==> src/rtl/cpu_pkg.sv <==
// Definitions shared between the fetch stage and the control unit: opcodes,
// instruction field positions and the fetch FSM state type.
package cpu_pkg;

  localparam logic [3:0] OP_NOP = 4'h0;
  localparam logic [3:0] OP_MOV = 4'h1;
  localparam logic [3:0] OP_ADD = 4'h2;
  localparam logic [3:0] OP_SUB = 4'h3;
  localparam logic [3:0] OP_AND = 4'h4;
  localparam logic [3:0] OP_OR  = 4'h5;
  localparam logic [3:0] OP_XOR = 4'h6;
  localparam logic [3:0] OP_NOT = 4'h7;
  localparam logic [3:0] OP_SHL = 4'h8;
  localparam logic [3:0] OP_SHR = 4'h9;
  localparam logic [3:0] OP_LT  = 4'hA;
  localparam logic [3:0] OP_EQ  = 4'hB;
  localparam logic [3:0] OP_MVI = 4'hC;
  localparam logic [3:0] OP_JMP = 4'hD;
  localparam logic [3:0] OP_HLT = 4'hF;

  // Instruction layout: {opcode[15:12], dest[11:6], src[5:0]}
  localparam int unsigned OPC_MSB = 15;
  localparam int unsigned OPC_LSB = 12;
  localparam int unsigned DST_MSB = 11;
  localparam int unsigned DST_LSB = 6;
  localparam int unsigned SRC_MSB = 5;
  localparam int unsigned SRC_LSB = 0;

  typedef enum logic [2:0] {
    FS_IDLE  = 3'd0,
    FS_REQ   = 3'd1,
    FS_WAIT  = 3'd2,
    FS_ISSUE = 3'd3,
    FS_HALT  = 3'd4
  } fetch_state_t;

endpackage

==> src/rtl/instr_fetch_pc_counter.sv <==
// Program counter for the fetch stage: synchronous reset to RESET_PC,
// load has priority over increment, increment wraps modulo 2^ADDR_W.
module pc_counter
  import cpu_pkg::*;
#(
  parameter int unsigned           ADDR_W   = 8,
  parameter logic [ADDR_W-1:0]     RESET_PC = '0
) (
  input  logic              clk,
  input  logic              rst,
  input  logic              i_load,
  input  logic [ADDR_W-1:0] i_load_val,
  input  logic              i_inc,
  output logic [ADDR_W-1:0] o_pc
);

  logic [ADDR_W-1:0] r_pc;

  always_ff @(posedge clk) begin
    if (rst) begin
      r_pc <= RESET_PC;
    end else if (i_load) begin
      r_pc <= i_load_val;
    end else if (i_inc) begin
      r_pc <= r_pc + ADDR_W'(1);
    end
  end

  assign o_pc = r_pc;

endmodule

==> src/rtl/instr_fetch.sv <==
// Fetch stage: reads instructions from a synchronous ROM and issues them to the
// CU over valid/ready. Optional macro FETCH_JUMP_EN resolves JMP locally.
module instr_fetch
  import cpu_pkg::*;
#(
  parameter int unsigned       ADDR_W   = 8,
  parameter int unsigned       INSTR_W  = 16,
  parameter logic [ADDR_W-1:0] RESET_PC = '0,
  parameter logic [3:0]        HALT_OP  = OP_HLT
) (
  input  logic               clk,
  input  logic               rst,
  input  logic               run,
  output logic               rom_read_enable,
  output logic [ADDR_W-1:0]  rom_address,
  input  logic [INSTR_W-1:0] rom_data,
  output logic [3:0]         opcode,
  output logic [5:0]         dest,
  output logic [5:0]         src,
  output logic               instr_valid,
  input  logic               cu_ready,
  output logic [ADDR_W-1:0]  pc,
  output logic               halted
);

  fetch_state_t       r_state;
  fetch_state_t       w_next;
  logic [INSTR_W-1:0] r_ir;
  logic [3:0]         w_rom_op;
  logic               w_pc_load;
  logic               w_pc_inc;
  logic [ADDR_W-1:0]  w_pc_load_val;
  logic [ADDR_W-1:0]  w_pc;

  pc_counter #(
    .ADDR_W   (ADDR_W),
    .RESET_PC (RESET_PC)
  ) u_pc (
    .clk        (clk),
    .rst        (rst),
    .i_load     (w_pc_load),
    .i_load_val (w_pc_load_val),
    .i_inc      (w_pc_inc),
    .o_pc       (w_pc)
  );

  // Decoding in WAIT looks at the ROM word directly, the same value IR captures
  assign w_rom_op = rom_data[OPC_MSB:OPC_LSB];

  always_ff @(posedge clk) begin
    if (rst) begin
      r_state <= FS_IDLE;
    end else begin
      r_state <= w_next;
    end
  end

  always_ff @(posedge clk) begin
    if (rst) begin
      r_ir <= '0;
    end else if (r_state == FS_WAIT) begin
      r_ir <= rom_data;
    end
  end

  always_comb begin
    w_next        = r_state;
    w_pc_load     = 1'b0;
    w_pc_inc      = 1'b0;
    w_pc_load_val = rom_data[ADDR_W-1:0];
    case (r_state)
      FS_IDLE: begin
        if (run) w_next = FS_REQ;
      end
      FS_REQ: begin
        w_next = FS_WAIT;
      end
      FS_WAIT: begin
        if (w_rom_op == HALT_OP) begin
          w_next = FS_HALT;
`ifdef FETCH_JUMP_EN
        end else if (w_rom_op == OP_JMP) begin
          w_pc_load = 1'b1;
          w_next    = FS_REQ;
`endif
        end else begin
          w_pc_inc = 1'b1;
          w_next   = FS_ISSUE;
        end
      end
      FS_ISSUE: begin
        if (cu_ready) w_next = run ? FS_REQ : FS_IDLE;
      end
      FS_HALT: begin
        w_next = FS_HALT;
      end
      default: begin
        w_next = FS_IDLE;
      end
    endcase
  end

  assign rom_read_enable = (r_state == FS_REQ);
  assign rom_address     = rom_read_enable ? w_pc : '0;
  assign opcode          = r_ir[OPC_MSB:OPC_LSB];
  assign dest            = r_ir[DST_MSB:DST_LSB];
  assign src             = r_ir[SRC_MSB:SRC_LSB];
  assign instr_valid     = (r_state == FS_ISSUE);
  assign halted          = (r_state == FS_HALT);
  assign pc              = w_pc;

endmodule

==> config.mk <==
export PLATFORM = sky130hd
export DESIGN_NAME = instr_fetch
export DESIGN_NICKNAME = d
export VERILOG_FILES = /design/src/rtl/cpu_pkg.sv /design/src/rtl/instr_fetch_pc_counter.sv /design/src/rtl/instr_fetch.sv
export SDC_FILE = /design/constraint.sdc
export NUM_CORES = 1
export LEC_CHECK = 0
export ABC_AREA = 1
export BUFFER_PORTS_ARGS = -buffer_cell sky130_fd_sc_hd__buf_2
export CAP_MARGIN = 20
export CORE_AREA = 2 2 71 73
export DETAILED_ROUTE_END_ITERATION = 12
export DIE_AREA = 0 0 73 75
export MAX_ROUTING_LAYER = met4
export PLACE_DENSITY_LB_ADDON = 0.3
export SYNTH_ARGS = -nofsm -noshare
export SYNTH_HDL_FRONTEND = slang
export SYNTH_SLANG_ARGS = --single-unit
==> constraint.sdc <==
create_clock -name clk -period 1.05 [get_ports clk]
set_input_delay 0.0525 -clock clk [delete_from_list [all_inputs] [get_ports clk]]
set_output_delay 0.0525 -clock clk [all_outputs]
set_load 0.005 [all_outputs]
==> flow_summary_export.csv, run 1 <==
group,metric,value,unit
run_status,status,"complete, but fails checks",
run_status,violations,"negative setup slack",
power_and_ir_drop,switching_share,35.2,%
yosys,synth_top_area_share,42.2,%
worst_setup_path,crit_path_max_fanout,7,
yosys,synth_seq_area_share,42.2,%
clock_network,root_buffer,"clkbuf_8",
yosys,synth_xor_area_share,0.684,%
power_and_ir_drop,p_seq_share,37.6,%
yosys,ys_warn_count,0,
clock_network,clk_latency,0.27,ns
cells_and_area,diodes,0,
timing,finalHoldViolCount,0,
global_route,antenna_found_initial,0,
power_and_ir_drop,leakage,0.953,nW
timing,slew_violations,0,
clock_network,ctsHoldBuffers,0,
yosys,yosysTopAreaCell,"dfxtp_1",
yosys,synth_fa_ha_area_share,0.978,%
yosys,synth_top_family_by_area,"simple AND/OR/NAND/NOR gates",
flow_run,cap_violations,0,
clock_network,htreeDepth,1,
power_and_ir_drop,powerDensity,1610,nW/um^2
cells_and_area,drive_above_1_share,54.1,%
power_and_ir_drop,intPower,2.17,mW
worst_setup_path,r2r_slack,-0.15,ns
yosys,ys_seq_elements,27,
drt,drt_iter0_drc,51,
drt,drt-vias-per-instance,4.36,
placement,gp_congestion,0.764,
timing,whs,0.0124,ns
power_and_ir_drop,clkPwrFrac,17.7,%
worst_setup_path,worstReg2RegEnd,"r_ir[7]$_SDFFE_PP0N_",
drt,routedWlPerCell,11.0,um
die,rows,25,
yosys,ys_types,23,
yosys,syn-cell-area,1280,um^2
yosys,synthTopCellsByArea,"dfxtp_1 (42%), nand2_1 (18%), a21oi_1 (9.4%)",
yosys,synth_mux_area_share,0,%
drt,drcViolationCount,0,
drt,routed_wl,3.44,mm
global_route,gr-total-overflow,0,
global_route,grt_usage,13.1,%
placement,portBuffers,54,
timing,fin_crit,1.20,ns
drt,drtAntennaViolNets,0,
timing,setup_viol,38,
global_route,grt_max_degree,17,
die,initial_core_util,27.5,%
global_route,grt_pass1_vias,1185,
clock_network,clockBufferDepth,2,
worst_setup_path,worst-r2r-cell-count,7,
drt,via_count,1365,
worst_setup_path,rr_startpoint,"r_state[2]$_SDFFE_PP0P_",
die,chipWidth,73,um
cells_and_area,nets,281,
timing,grt_setup_unrepaired,"true",
worst_setup_path,crit_type,"flop to flop",
worst_hold_path,min_path_type,"input port to flop",
worst_setup_path,crit_path_start_kind,"flop",
worst_setup_path,end_kind,"flop",
cells_and_area,area_growth,62.4,%
timing,tightest_slew,0.276,ns
die,ioPinCount,55,
clock_network,cts_tree,"done",
placement,dp_hpwl,2.40,mm
cells_and_area,final_cell_mix,"buf_2 (53), nand2_1 (49), dfxtp_1 (21)",
timing,fin_crit_sh,114,%
worst_setup_path,crit_arrival,1.41,ns
yosys,synth-compound-area-share,10.6,%
worst_setup_path,endpoint,"r_ir[7]$_SDFFE_PP0N_",
placement,place_ws,-0.0595,ns
yosys,synth_cells,180,
timing,relSlewSlack,81.6,%
timing,max_freq,0.834,GHz
clock_network,numClockSinks,27,
worst_setup_path,critical_path.startpoint,"r_state[2]$_SDFFE_PP0P_",
die,die_h,75,um
die,core,4660,um^2
yosys,syn_nets,201,
power_and_ir_drop,power_frac_comb,44.7,%
yosys,synth.avg_cell_area,7.11,um^2
cells_and_area,final_common_cell,"buf_2",
clock_network,clkTransAtPathRegs,0.10,ns
worst_setup_path,critPathRequiredTime,1.26,ns
timing,fin_ws,-0.148,ns
clock_network,cts_buffers,3,
timing,skew,0.00526,ns
power_and_ir_drop,switching_power,1.18,mW
power_and_ir_drop,peakVddDrop,0.572,mV
global_route,grt_pass1_wl,5.48,mm
die,dieArea,5480,um^2
yosys,synth-simple-area-share,36.0,%
drt,dr.pass1.iters,5,
worst max-delay path, cell delays in order (launching register included):
cell	delay (ns)
dfxtp_2	0.34
inv_4	0.08
buf_6	0.12
nand2_8	0.06
nor2_8	0.20
clkbuf_16	0.18
nand2_2	0.05
a21oi_2	0.12
synth_stat cells:
library cell,number
inv_4,1
inv_2,2
xor2_1,1
buf_6,1
o21ai_1,3
nand4_1,3
nor2_8,2
nand2_2,1
dfxtp_1,27
a21oi_1,24
nand2_1,61
inv_1,18
nand3_1,7
nand3_2,1
nand3_4,1
nor2_1,15
nor2_2,2
nand2_4,2
nand3b_1,1
clkbuf_1,2
nor3_1,1
buf_4,3
ha_1,1
stage by stage:
step	cells	setup TNS [ns]	power [mW]	util [%]	area, um^2
after CTS	309	-3.40	3.13	41.1	1910
after floorplan	180	-0.0130	1.88	-	1280
after global routing	313	-6.72	3.56	44.6	2080
after detailed placement	299	-0.744	2.32	37.1	1730
final	313	-4.02	3.35	44.6	2080
after global placement	299	-1.02	2.32	37.1	1730
power groups by stage:
stage	sequential, mW	combinational (mW)	clock [mW]
after global routing	1.28	1.63	0.648
after CTS	1.26	1.25	0.621
after global placement	1.27	1.04	0
after floorplan	1.25	0.630	0
final	1.26	1.50	0.593
after detailed placement	1.28	1.04	0
worst min path at each step:
stage / endpoint / startpoint / depth (start not counted) / slack (ns)
6_report: r_ir[6]$_SDFFE_PP0N_ / rom_data[6] / 3 / 0.01
5_1_grt: r_ir[4]$_SDFFE_PP0N_ / rom_data[4] / 3 / 0.007
4_1_cts: r_ir[3]$_SDFFE_PP0N_ / rom_data[3] / 3 / 0.006
3_5_place_dp: r_ir[3]$_SDFFE_PP0N_ / rom_data[3] / 3 / 0.31
3_3_place_gp: r_ir[6]$_SDFFE_PP0N_ / rom_data[6] / 3 / 0.30
2_1_floorplan: u_pc.o_pc[4]$_SDFFE_PP0P_ / rst / 1 / 0.12
layout make-up:
class | count | area [um^2]
Fill cell | 471 | 2580
Multi-Input combinational cell | 127 | 781
Sequential cell | 27 | 553
Inverter | 21 | 86.3
Clock inverter | 1 | 5.00
Clock buffer | 3 | 41.3
Timing Repair Buffer | 80 | 544
Tap cell | 54 | 67.6
routing by layer:
metal  up-vias  track usage, %  wire length [um]  part of all wire, %
met5         -               -                 0                    0
met2        50            19.7              1480                   43
li1        724               -                 -                    -
met4         0            2.47                18                 0.52
met3         3            2.28               204                  5.9
met1       588            18.5              1740                   51
what timing repair did:
item | CTS | global route
endpoints found under the hold margin | 0 | 0
resized for setup | 28 | 36
cloned | 1 | 1
buffers inserted | 5 | 3
pin swaps | 6 | 14
endpoints found under the setup margin | 38 | 39
state kept, by name, indices dropped and copies added (netlist names):
register / cells
r_ir: 16
r_state: 3
u_pc.o_pc: 8
cell families after synthesis:
group | after synthesis
xor gates and xnor gates | 1
AOI/OAI and AO/OA | 27
buffers and inverters | 27
DFF | 27
adders and majority gates | 1
and+or+nand+nor | 97
Power figures use the tool's default switching activity.
==> run 2, diff against run 1 <==
- BUFFER_PORTS_ARGS: -buffer_cell sky130_fd_sc_hd__buf_2 -> -buffer_cell sky130_fd_sc_hd__buf_4
- CORE_AREA: 2 2 71 73 -> 2 2 72 74
- DIE_AREA: 0 0 73 75 -> 0 0 74 76
- RECOVER_POWER: default -> 25
- SYNTH_HIERARCHICAL: default -> 1
==> flow_summary_export.csv, run 2 <==
group,metric,value,unit
run_status,status,"complete, but fails checks",
run_status,violations,"negative setup slack",
cells_and_area,regMostFlops,"r_ir",
timing,grt_setup_unrepaired,"true",
cells_and_area,nFillCells,468,
timing,whs,0.0312,ns
cells_and_area,largest_reg_flops,16,
flow_run,cap_violations,0,
timing,slew_violations,0,
worst_setup_path,crit_arrival,1.60,ns
yosys,ys_seq_elements,27,
cells_and_area,diodes,0,
worst_setup_path,path_cells,"buf_6 -> nand2_4 -> nor2_4 -> nand2_4 -> buf_4 -> buf_6 -> buf_4 -> nand3_2 -> nand2_1 -> a21oi_2",
yosys,async_flop_share,0,%
worst_hold_path,min_path_type,"input port to flop",
worst_setup_path,crit_path_start_kind,"flop",
timing,setup_viol,38,
global_route,antenna_found_initial,0,
timing,finalHoldViolCount,0,
die,ioPinCount,55,
clock_network,cts_buffers,3,
worst_hold_path,hold_start,"rom_data[10]",
die,initial_core_util,27.1,%
clock_network,clockBufferDepth,2,
drt,dr.pass1.iters,4,
cells_and_area,final_common_cell,"buf_4",
worst_setup_path,crit_path_max_fanout,3,
cells_and_area,final_cell_mix,"buf_4 (52), nand2_1 (37), dfxtp_1 (22)",
cells_and_area,seqCellArea,549,um^2
yosys,synth_cells,191,
cells_and_area,nets,294,
worst_setup_path,end_kind,"flop",
timing,fin_crit_sh,132,%
worst_setup_path,crit_family,"buffers and inverters",
yosys,synth_top_area_share,40.7,%
power_and_ir_drop,leakage,1.07,nW
placement,gp_congestion,0.755,
global_route,grt_max_degree,19,
clock_network,cts_tree,"done",
yosys,synthTopCellsByArea,"dfxtp_1 (41%), nand2_1 (16%), a21oi_1 (7.5%)",
worst_setup_path,critical_path.startpoint,"r_state[1]$_SDFFE_PP0P_",
clock_network,htreeDepth,1,
yosys,ys_types,28,
global_route,grt_pass1_vias,1388,
global_route,grt_pass1_wl,6.26,mm
drt,via_count,1513,
yosys,synth_seq_area_share,40.7,%
worst_setup_path,crit_type,"flop to flop",
timing,skew,0.00363,ns
die,dieArea,5620,um^2
cells_and_area,final_util,52.0,%
drt,drcViolationCount,0,
yosys,yosysTopAreaCell,"dfxtp_1",
cells_and_area,drive_above_1_share,62.5,%
global_route,grt_usage,14.6,%
yosys,synth_flop_cell,"dfxtp_1",
drt,drtAntennaViolNets,0,
power_and_ir_drop,peakVddDrop,0.574,mV
power_and_ir_drop,powerDensity,1530,nW/um^2
die,chipWidth,74,um
global_route,gr-total-overflow,0,
yosys,syn_nets,212,
yosys,synth_edf_count,0,
timing,fin_crit,1.39,ns
worst_setup_path,crit_slowest_cell,"dfxtp_2",
die,rows,26,
die,core,4910,um^2
worst_setup_path,cpPeakStageDelay,0.36,ns
die,die_h,76,um
clock_network,clkTransAtPathRegs,0.10,ns
clock_network,clk_latency,0.28,ns
yosys,ys_warn_count,6,
yosys,syn-cell-area,1330,um^2
worst_setup_path,critPathRequiredTime,1.26,ns
placement,portBuffers,54,
cells_and_area,area_growth,92.1,%
worst_setup_path,path_buf_inv,4,
yosys,synth.most_common_cell,"nand2_1",
drt,routedWlPerCell,12.2,um
drt,drt-vias-per-instance,4.42,
clock_network,root_buffer,"clkbuf_8",
yosys,synthTopCellsByCount,"nand2_1 (57), dfxtp_1 (27), inv_1 (23)",
cells_and_area,multiInputGateArea,1000,um^2
yosys,synth.avg_cell_area,6.96,um^2
clock_network,numClockSinks,27,
placement,dp_hpwl,2.69,mm
timing,fin_ws,-0.336,ns
clock_network,ctsHoldBuffers,0,
drt,drt_iter0_drc,51,
worst_setup_path,rr_startpoint,"r_state[1]$_SDFFE_PP0P_",
timing,max_freq,0.722,GHz
drt,routed_wl,4.19,mm
==> run 2: stage by stage <==
stage,power (mW),area (um^2),setup slack [ns],std cells,setup TNS [ns]
finish,3.92,2550,-0.336,342,-7.38
global route,4.15,2550,-0.416,342,-9.82
CTS,3.41,2170,-0.272,339,-5.93
detailed placement,2.47,1960,-0.192,329,-2.86
global placement,2.47,1960,-0.144,329,-2.50
floorplan,1.84,1340,-0.277,191,-2.09
==> run 2: repair_timing <==
action,4_1_cts,5_1_grt
setup buffers,5,3
cloned,1,0
pin swaps,11,17
resized for setup,33,88
endpoints found under the setup margin,37,40
==> run 2: layout make-up <==
type	instances	area share, %
Sequential cell	27	21.5
Tap cell	70	3.43
Clock buffer	3	1.62
Clock inverter	1	0.196
Multi-Input combinational cell	132	39.3
Inverter	27	4.66
Timing Repair Buffer	82	29.3
==> run 2: routing by layer <==
layer	up-vias	wire length (um)	global-route usage, %
met5	-	0	-
met3	4	164	2.25
met4	0	60	6.55
met1	714	1810	19.2
met2	34	2150	21.8
li1	761	-	-
==> run 2: worst min-delay path: cells and delay by family <==
family,cells,cell delay (ns)
AO/OA/AOI/OAI,1,0.05
buffers and inverters,1,0.11
AND/OR/NAND/NOR,1,0.07
==> run 2: cell families after synthesis <==
kind of cell	synth area share, %
buffers and inverters	10.8
AO/OA/AOI/OAI	15.7
flip-flops	40.7
XOR/XNOR	0.659
AND/OR/NAND/NOR	30.9
adder cells (fa/ha/maj)	0.941
other	0.282
==> run 2: power breakdown <==
group          leakage [nW]  switching [mW]  internal [mW]
registers             0.223           0.150           1.17
clock network        0.0255           0.346          0.267
logic                 0.825           0.952           1.03
total                  1.07            1.45           2.47
==> run 2: final timing paths <==
check / to / slack, ns / depth (start not counted)
worst max-delay path: r_state[0]$_SDFFE_PP0P_ / -0.34 / 10
worst min-delay path: r_ir[10]$_SDFFE_PP0N_ / 0.03 / 3
worst max register to register: r_state[0]$_SDFFE_PP0P_ / -0.34 / 10
worst min register to register: r_ir[6]$_SDFFE_PP0N_ / 0.48 / 2
==> run 3, diff against run 2 <==
- ABC_AREA: 1 -> 0
- CORE_AREA: 2 2 72 74 -> 2 2 73 75
- DIE_AREA: 0 0 74 76 -> 0 0 75 77
==> flow_summary_export.csv, run 3 <==
group,metric,value,unit
global_route,grt_pass1_wl,5.83,mm
clock_network,cts_tree,"done",
worst_setup_path,cpPeakStageDelay,0.40,ns
timing,skew,0.0116,ns
timing,grt_setup_unrepaired,"true",
timing,slew_violations,0,
cells_and_area,drive_above_1_share,48.9,%
cells_and_area,final_util,43.6,%
yosys,synth.avg_cell_area,9.43,um^2
placement,dp_hpwl,2.49,mm
timing,max_freq,0.622,GHz
run_status,status,"complete, but fails checks",
clock_network,clkTransAtPathRegs,0.11,ns
worst_setup_path,path_cells,"nor3b_4 -> nand2_4 -> inv_2 -> or3b_1 -> or4_1 -> o211ai_1",
flow_run,cap_violations,0,
global_route,grt_pass1_vias,1247,
cells_and_area,area_growth,62.2,%
clock_network,htreeDepth,1,
drt,drtAntennaViolNets,0,
global_route,antenna_found_initial,0,
worst_setup_path,end_kind,"flop",
yosys,async_flop_share,0,%
worst_setup_path,crit_path_max_fanout,2,
drt,routedWlPerCell,11.8,um
clock_network,clk_latency,0.28,ns
worst_setup_path,crit_slowest_cell,"or4_1",
placement,gp_congestion,0.760,
yosys,ys_seq_elements,27,
timing,finalHoldViolCount,0,
yosys,synth.most_common_cell,"dfxtp_1",
yosys,yosysTopAreaCell,"dfxtp_1",
global_route,grt_usage,13.0,%
die,ioPinCount,55,
drt,dr.pass1.iters,3,
yosys,ys_warn_count,6,
cells_and_area,nets,247,
clock_network,cts_buffers,3,
worst_setup_path,crit_path_start_kind,"flop",
cells_and_area,diodes,0,
cells_and_area,regMostFlops,"r_ir",
worst_setup_path,crit_arrival,1.81,ns
power_and_ir_drop,powerDensity,1640,nW/um^2
die,dieArea,5780,um^2
yosys,ys_types,36,
yosys,synthTopCellsByCount,"dfxtp_1 (27), nor2_1 (21), mux2i_1 (18)",
clock_network,root_buffer,"clkbuf_8",
worst_setup_path,crit_family,"simple AND/OR/NAND/NOR gates",
yosys,synthTopCellsByArea,"dfxtp_1 (40%), mux2i_1 (13%), nor2_1 (5.9%)",
cells_and_area,largest_reg_flops,16,
die,die_h,77,um
worst_hold_path,min_path_type,"input port to flop",
power_and_ir_drop,peakVddDrop,1.03,mV
worst_setup_path,path_buf_inv,1,
yosys,synth_flop_cell,"dfxtp_1",
die,core,4980,um^2
die,chipWidth,75,um
global_route,grt_max_degree,23,
worst_setup_path,critPathRequiredTime,1.25,ns
yosys,syn-cell-area,1340,um^2
cells_and_area,final_cell_mix,"buf_4 (72), dfxtp_1 (23), nor2_1 (21)",
yosys,synth_edf_count,0,
clock_network,numClockSinks,27,
placement,portBuffers,54,
drt,drcViolationCount,0,
timing,fin_crit_sh,153,%
die,rows,26,
drt,drt-vias-per-instance,4.31,
timing,tns,-12.13,ns
yosys,synth_seq_area_share,40.4,%
placement,place_ws,-0.549,ns
drt,routed_wl,3.47,mm
power_and_ir_drop,leakage,0.960,nW
die,initial_core_util,26.9,%
run_status,violations,"negative setup slack",
cells_and_area,final_common_cell,"buf_4",
timing,fin_ws,-0.557,ns
timing,setup_viol,38,
worst_setup_path,crit_type,"flop to flop",
drt,via_count,1270,
yosys,synth_top_area_share,40.4,%
yosys,synth_cells,142,
global_route,gr-total-overflow,0,
drt,drt_iter0_drc,21,
clock_network,clockBufferDepth,2,
timing,fin_crit,1.61,ns
[run 3: cell types whose count changed in the layout (fill, tap and decap cells not counted), sizes merged, moves of 4 or more]
cell / previous run / this run
a21oi: 23 / 4
buf: 76 / 80
nor3b: 0 / 6
a211oi: 0 / 5
nand2: 62 / 3
nand3: 8 / 3
a22oi: 4 / 0
inv: 27 / 5
and2: 0 / 9
mux2i: 0 / 18
[run 3: logic make-up (layout without fill, tap and decap cells)]
group,count (synthesis),after routing,synth area share [%]
other,1,2,0.280
AO/OA/AOI/OAI,19,19,10.1
XOR/XNOR,4,4,2.62
AND/OR/NAND/NOR,57,57,24.1
adder cells (fa/ha/maj),1,1,0.934
multiplexers,19,19,14.3
flip-flops,27,27,40.4
buffers and inverters,14,96,7.29
[run 3: per-layer routing]
layer	wire length [um]	vias to the layer above	global-route usage, %
met2	1610	34	20.6
met4	25	0	2.14
li1	-	659	-
met5	0	-	-
met3	202	2	3.68
met1	1630	575	16.7
[run 3: layout make-up]
cell class | count | area, um^2
clock buffers | 3 | 41.3
repair buffers | 88 | 696
flip-flops and latches | 27 | 546
fillers | 507 | 2810
inverters | 4 | 15.0
well taps | 70 | 87.6
clock inverters | 1 | 8.76
multi-input cells | 102 | 778
[run 3: power by group]
| group | leakage, nW | internal (mW) | total (mW) | switching [mW] |
|---|---|---|---|---|
| registers | 0.222 | 1.19 | 1.28 | 0.0966 |
| clock network | 0.0261 | 0.279 | 0.637 | 0.359 |
| logic | 0.711 | 0.971 | 1.64 | 0.671 |
| total | 0.960 | 2.44 | 3.56 | 1.13 |
[run 3: final timing paths]
path	startpoint	to	slack (ns)	cells after the start
max	r_state[0]$_SDFFE_PP0P_	u_pc/o_pc[7]$_SDFFE_PP0P_	-0.56	6
min	rom_data[9]	r_ir[9]$_SDFFE_PP0N_	0.005	3
max reg2reg	r_state[0]$_SDFFE_PP0P_	u_pc/o_pc[7]$_SDFFE_PP0P_	-0.56	6
min reg2reg	r_ir[6]$_SDFFE_PP0N_	r_ir[6]$_SDFFE_PP0N_	0.50	2
[run 3: repair_timing]
action | CTS | global route
pin swaps | 5 | 1
setup endpoints to repair | 38 | 38
gates cloned | 1 | 0
endpoints found under the hold margin | 2 | 0
resized for setup | 17 | 14
hold buffers | 2 | 0
buffers inserted | 8 | 2
[run 3: worst register-to-register path, stage by stage, from the launching register on]
cell and delay (ns):
dfxtp_2 0.34, nor3b_4 0.23, nand2_4 0.06, inv_2 0.05, or3b_1 0.34, or4_1 0.40
o211ai_1 0.10
[run 3: stage by stage]
stage	instance area [um^2]	hold slack (ns)	total power [mW]	instances
3_5_place_dp	1930	0.302	2.57	279
3_3_place_gp	1930	0.285	2.56	279
5_1_grt	2170	0.00785	3.82	295
4_1_cts	2120	0.000388	3.53	294
6_report	2170	0.00529	3.56	295
2_1_floorplan	1360	0.200	2.09	143
